===== src/rtl/sha_nonce_scheduler.sv =====
// rtl/sha_nonce_scheduler.sv - nonce sweep scheduler for a pool of SHA-256 engines
//
// Hands nonces 0..NUM_NONCES-1 to idle engines, one dispatch per cycle with
// lowest-index priority. It parks each engine's result word in a per-engine
// pending slot and writes the slots back one per cycle to output_addr + nonce,
// also with lowest-index priority, so memory ends up ordered by nonce whatever
// order the engines finish in.
//
// Ports
//   clk, reset_n       clock, asynchronous active-low reset
//   start              begin a sweep (only looked at while idle)
//   output_addr[15:0]  base word address, captured when start is accepted
//   done               high while idle
//   eng_start[E-1:0]   one-hot dispatch strobe
//   eng_nonce[31:0]    nonce for the strobed engine, 0 when no strobe is high
//   eng_done[E-1:0]    per-engine completion pulse
//   eng_hash[32E-1:0]  per-engine result words, slice k valid with eng_done[k]
//   mem_we, mem_addr[15:0], mem_write_data[31:0]  result write port
module sha_nonce_scheduler #(
   parameter int NUM_ENGINES = 4,
   parameter int NUM_NONCES  = 16
) (
   input  logic                      clk,
   input  logic                      reset_n,
   input  logic                      start,
   input  logic [15:0]               output_addr,
   output logic                      done,
   output logic [NUM_ENGINES-1:0]    eng_start,
   output logic [31:0]               eng_nonce,
   input  logic [NUM_ENGINES-1:0]    eng_done,
   input  logic [32*NUM_ENGINES-1:0] eng_hash,
   output logic                      mem_we,
   output logic [15:0]               mem_addr,
   output logic [31:0]               mem_write_data
);

   localparam int TW = (NUM_NONCES > 1) ? $clog2(NUM_NONCES) : 1;
   localparam logic [TW:0] LAST = (TW+1)'(NUM_NONCES);
   localparam logic [TW:0] ONE  = (TW+1)'(1);

   typedef enum logic {IDLE = 1'b0, RUN = 1'b1} state_t;

   state_t                  state_q, state_d;
   logic [TW:0]             next_nonce_q, next_nonce_d;
   logic [TW:0]             written_q, written_d;
   logic [15:0]             base_q, base_d;
   logic [NUM_ENGINES-1:0]  busy_q, busy_d;
   logic [NUM_ENGINES-1:0]  pend_valid_q, pend_valid_d;
   logic [TW-1:0]           tag_q [NUM_ENGINES];
   logic [TW-1:0]           tag_d [NUM_ENGINES];
   logic [31:0]             pend_hash_q [NUM_ENGINES];
   logic [31:0]             pend_hash_d [NUM_ENGINES];

   logic                    run_active;
   logic [NUM_ENGINES-1:0]  disp_oh;
   logic [NUM_ENGINES-1:0]  wb_oh;
   logic [TW-1:0]           wb_tag;
   logic [31:0]             wb_hash;

   // The cycle in which the last write has landed is a dead cycle: no
   // dispatch, no write, just the step back to IDLE.
   assign run_active = (state_q == RUN) && (written_q != LAST);

   // Lowest idle engine gets the next nonce. The loop runs high to low so the
   // last hit, i.e. the lowest index, wins.
   always_comb begin
      disp_oh = '0;
      if (run_active && (next_nonce_q < LAST)) begin
         for (int k = NUM_ENGINES - 1; k >= 0; k--) begin
            if (!busy_q[k]) begin
               disp_oh    = '0;
               disp_oh[k] = 1'b1;
            end
         end
      end
   end

   // Lowest pending slot is written back this cycle.
   always_comb begin
      wb_oh   = '0;
      wb_tag  = '0;
      wb_hash = '0;
      if (run_active) begin
         for (int k = NUM_ENGINES - 1; k >= 0; k--) begin
            if (pend_valid_q[k]) begin
               wb_oh    = '0;
               wb_oh[k] = 1'b1;
               wb_tag   = tag_q[k];
               wb_hash  = pend_hash_q[k];
            end
         end
      end
   end

   assign done           = (state_q == IDLE);
   assign eng_start      = disp_oh;
   assign eng_nonce      = (|disp_oh) ? {{(32-TW){1'b0}}, next_nonce_q[TW-1:0]} : 32'd0;
   assign mem_we         = |wb_oh;
   assign mem_addr       = mem_we ? (base_q + {{(16-TW){1'b0}}, wb_tag}) : 16'd0;
   assign mem_write_data = wb_hash;

   always_comb begin
      state_d      = state_q;
      next_nonce_d = next_nonce_q;
      written_d    = written_q;
      base_d       = base_q;
      busy_d       = busy_q;
      pend_valid_d = pend_valid_q;
      tag_d        = tag_q;
      pend_hash_d  = pend_hash_q;

      case (state_q)
         IDLE: begin
            if (start) begin
               state_d      = RUN;
               base_d       = output_addr;
               next_nonce_d = '0;
               written_d    = '0;
               busy_d       = '0;
               pend_valid_d = '0;
            end
         end
         RUN: begin
            if (written_q == LAST) begin
               state_d = IDLE;
            end else begin
               if (|disp_oh) begin
                  next_nonce_d = next_nonce_q + ONE;
               end
               for (int k = 0; k < NUM_ENGINES; k++) begin
                  if (disp_oh[k]) begin
                     busy_d[k] = 1'b1;
                     tag_d[k]  = next_nonce_q[TW-1:0];
                  end
                  // Pulses on an idle engine or on a slot that still holds an
                  // unwritten result are dropped; the first result stays.
                  if (eng_done[k] && busy_q[k] && !pend_valid_q[k]) begin
                     pend_valid_d[k] = 1'b1;
                     pend_hash_d[k]  = eng_hash[32*k +: 32];
                  end
                  // The engine becomes dispatchable again only after its
                  // result has left the slot, so a tag is never overwritten
                  // before it has been used.
                  if (wb_oh[k]) begin
                     pend_valid_d[k] = 1'b0;
                     busy_d[k]       = 1'b0;
                  end
               end
               if (|wb_oh) begin
                  written_d = written_q + ONE;
               end
            end
         end
         default: state_d = IDLE;
      endcase
   end

   always_ff @(posedge clk or negedge reset_n) begin
      if (!reset_n) begin
         state_q      <= IDLE;
         next_nonce_q <= '0;
         written_q    <= '0;
         base_q       <= '0;
         busy_q       <= '0;
         pend_valid_q <= '0;
         for (int k = 0; k < NUM_ENGINES; k++) begin
            tag_q[k]       <= '0;
            pend_hash_q[k] <= '0;
         end
      end else begin
         state_q      <= state_d;
         next_nonce_q <= next_nonce_d;
         written_q    <= written_d;
         base_q       <= base_d;
         busy_q       <= busy_d;
         pend_valid_q <= pend_valid_d;
         tag_q        <= tag_d;
         pend_hash_q  <= pend_hash_d;
      end
   end

endmodule


===== config.mk =====
export PLATFORM = sky130hd
export DESIGN_NAME = sha_nonce_scheduler
export DESIGN_NICKNAME = d
export VERILOG_FILES = /design/src/rtl/sha_nonce_scheduler.sv
export SDC_FILE = /design/constraint.sdc
export NUM_CORES = 1
export LEC_CHECK = 0
export BUFFER_PORTS_ARGS = -buffer_cell sky130_fd_sc_hd__buf_2
export CAP_MARGIN = 20
export CORE_MARGIN = 2
export CORE_UTILIZATION = 40
export DETAILED_ROUTE_END_ITERATION = 6
export PLACE_DENSITY_LB_ADDON = 0.15
export SETUP_SLACK_MARGIN = 0.5
export SLEW_MARGIN = 20
export SYNTH_ARGS = -nofsm -noshare
export SYNTH_HDL_FRONTEND = slang
export SYNTH_SLANG_ARGS = --single-unit

===== constraint.sdc =====
create_clock -name clk -period 5.2 [get_ports clk]
set_input_delay 0.78 -clock clk [delete_from_list [all_inputs] [get_ports clk]]
set_output_delay 0.78 -clock clk [all_outputs]
set_load 0.02 [all_outputs]

==> summary.txt <==
Run status
  – Status: completed

Setup path
  – Setup crit end kind: primary output
  – Crit Path Max Fanout: 37
  – CP required: 4.42 ns
  – Crit path buf inv count: 1
  – Crit path cell chain: or2_2 -> a221oi_1 -> nor3_1 -> ha_1 -> fa_1 -> a211oi_1 -> or2_2 -> o21ai_0 -> a21oi_1 -> buf_2
  – Startpoint class of the critical path: register
  – Setup CP Type: register to primary output
  – Delay-heaviest family, CP: compound AO/OA/AOI/OAI gates
  – Worst path max stage delay: 0.62 ns
  – Worst path slowest cell: or2_2
  – Most frequent CP cell: or2_2
  – Critical Path AT: 3.73 ns

Cells and area
  – Fraction of layout cells with a size suffix above 1: 0.449
  – Area growth syn-to-layout: 20.8%
  – Final Cell Area: 0.0103 sq mm
  – Filler Cells Inserted: 1,984
  – Nets: 1,061
  – Sequential cell area: 0.00448 sq mm
  – Multi-input gate area in the final layout: 0.00366 sq mm

Clock tree
  – Num CTS Buffers: 17
  – Clock Root Buffer: clkbuf_16
  – TritonCTS Sinks: 179
  – Worst-path clk slew: 0.07 ns
  – Max Root-Sink Buffers: 2
  – Post-CTS Setup Inserts: 0
  – CTS resizes: 0
  – H-Tree Level Count: 4
  – CTS Hold Bufs: 0
  – Worst skew pair latency: 0.43 ns
  – CTS tree: done

Synth
  – Distinct cells, synth: 54
  – Flops & latches, synth: 179
  – Post-synthesis sequential area ratio: 0.526
  – Cells after Synth: 712
  – Synth Flop Type: dfrtp_1
  – Ys Warns: 0
  – Async set-reset flop share out of synthesis: 1.00
  – Post-synth EDFFs: 0
  – Area of the mapped netlist: 0.00851 sq mm
  – Syn_area_per_cell: 12.0 sq um

Timing
  – Crit share post-route: 0.867
  – Slew Limit Headroom: 0.452
  – Max Slew Vio Count: 0
  – Crit path time final: 4.51 ns
  – Final worst slack: 0.694 ns
  – Worst Tran Pin Value: 0.819 ns
  – RSZ-0062 raised after global routing: false
  – Maximum clock rate: 222 MHz
  – Setup TNS: 0 ns
  – Clock Skews: 0.0109 ns
  – Final-report hold violation count: 0
  – Final setup fails: 0

Power and ir drop
  – Pwr dens: 730 mW/mm^2
  – NetSw: 3.12 mW
  – Sw Share: 0.415
  – P_int: 4.39 mW
  – Worst VDD drop: 0.000332 V
  – Clock share of power: 0.173
  – Combinational fraction of design power: 0.483
  – Seq pwr share: 0.344
  – Leak: 4.76 nW
  – Design Power: 7.51 mW

Floorplanning
  – Ports: 237
  – Starting Density: 0.406
  – Die Span Y: 150 um
  – Core Area: 0.0210 sq mm
  – Die Wd: 150 um
  – Row cnt: 53
  – Die area: 0.0225 sq mm

Route
  – First-pass DRT Iterations: 4
  – Routed WL: 22,300 um
  – DRT iter0 DRCs: 256
  – Per-cell routed wire length: 18.7 um
  – Vias per cell: 5.23
  – DRT antenna net count: 0
  – Via count: 6,230
  – DRC: 0

Placement
  – Routability cong.: 0.764
  – Post-Place Worst Slack: 1.13 ns
  – Detailed Place HPWL: 15,200 um
  – Buffers on Ports: 208
  – Placed Area: 0.00969 sq mm

Global routing
  – First-pass GRT wire length: 34,600 um
  – Initial antenna violation count: 4
  – Vias in the first global route: 6,334
  – Gr usage total: 0.201
  – Overflow after GRT: 0
  – Largest net degree at the start of global routing: 98

Hold path
  – Hold crit path type: input port to async pin

Flow run
  – Max-cap viol count: 0
[metrics by stage]
stage	hold WS, ns	std cells	utilization
6_report	0.383	1192	0.491
3_5_place_dp	0.477	1158	0.462
4_1_cts	0.418	1190	0.491
3_3_place_gp	0.471	1158	0.462
5_1_grt	0.439	1191	0.491
2_1_floorplan	0.452	739	-
[area by class of cell]
type / count / share of cell area
antenna: 2 / 0.000487
clock buffer: 19 / 0.0431
clock inverter: 13 / 0.0146
inverter: 13 / 0.00474
multi-input combinational: 471 / 0.356
sequential: 179 / 0.436
tap: 275 / 0.0335
timing repair buffer: 220 / 0.112
[cell usage after synthesis, types with 5 or more instances]
| master | count | area share |
|---|---|---|
| dfrtp_1 | 179 | 0.53 |
| o21ai_0 | 15 | 0.0088 |
| nor3_1 | 37 | 0.022 |
| buf_2 | 15 | 0.0088 |
| nand3_1 | 5 | 0.0029 |
| a21oi_1 | 15 | 0.0088 |
| mux2_2 | 136 | 0.18 |
| o22ai_1 | 35 | 0.026 |
| ha_1 | 7 | 0.010 |
| a221oi_1 | 37 | 0.038 |
| or3_1 | 10 | 0.0073 |
| xnor2_1 | 6 | 0.0062 |
| buf_4 | 28 | 0.025 |
| nand2_1 | 62 | 0.027 |
| and2_1 | 6 | 0.0044 |
| nor2_1 | 13 | 0.0057 |
| clkbuf_1 | 28 | 0.012 |
| inv_1 | 11 | 0.0049 |
[cell usage in the layout (no fill, tap or decap), types with 3 or more instances in the layout]
cell,instances
nand3_1,5
clkinvlp_4,4
mux2_2,136
nand2_1,61
a211oi_1,4
o31ai_1,3
mux2_4,4
inv_1,11
o21ai_0,15
or3_1,10
and2_1,6
a221oi_1,37
conb_1,28
a21oi_1,15
xor2_1,3
and4_1,3
ha_1,7
xnor2_1,6
mux2_1,4
buf_2,207
nor2_1,13
buf_4,11
nor3_1,37
dfrtp_1,178
inv_6,3
clkbuf_16,17
o22ai_1,35
[cells by family after synthesis]
| logic type | synth area share |
|---|---|
| AOI/OAI and AO/OA | 0.0970 |
| xor gates and xnor gates | 0.00926 |
| adders and majority gates | 0.0126 |
| buffers and inverters | 0.0573 |
| DFF | 0.526 |
| muxes | 0.195 |
| other | 0.000441 |
| and+or+nand+nor | 0.102 |
[final timing paths]
| path | from | endpoint | slack [ns] | cells after the start |
|---|---|---|---|---|
| max in group asynchronous | reset_n | pend_valid_q[2]$_DFFE_PN0P_ | 3.81 | 2 |
| min in group clk | pend_hash_q[125]$_DFFE_PN0P_ | pend_hash_q[125]$_DFFE_PN0P_ | 0.49 | 1 |
| worst min register to register | pend_hash_q[125]$_DFFE_PN0P_ | pend_hash_q[125]$_DFFE_PN0P_ | 0.49 | 1 |
| worst max register to register | written_q[0]$_DFFE_PN0P_ | pend_hash_q[116]$_DFFE_PN0P_ | 2.56 | 8 |
| worst max-delay path | pend_valid_q[0]$_DFFE_PN0P_ | mem_addr[12] | 0.69 | 10 |
| worst min-delay path | reset_n | base_q[9]$_DFFE_PN0P_ | 0.38 | 1 |
[routing by layer]
metal,vias up,part of all wire,global-route usage
met3,17,0.058,0.0576
met4,2,0.0088,0.0528
met5,-,0.00058,0
met1,3106,0.45,0.270
met2,171,0.48,0.320
li1,2934,-,-
[sequential cells by signal, summed over array words and instances, names as in the netlist]
register,count
base_q,16
busy_q,4
next_nonce_q,5
pend_hash_q,128
pend_valid_q,4
state_q,1
tag_q,16
written_q,5
[power by group through the flow]
stage          Sequential (mW)  Combinational (mW)  Clock [mW]
2_1_floorplan             2.43                2.73           0
3_3_place_gp              2.59                3.62           0
3_5_place_dp              2.60                3.65           0
4_1_cts                   2.58                3.67        1.34
5_1_grt                   2.68                3.95        1.40
6_report                  2.59                3.63        1.30
Note: power is estimated with default switching activity, not from simulation.
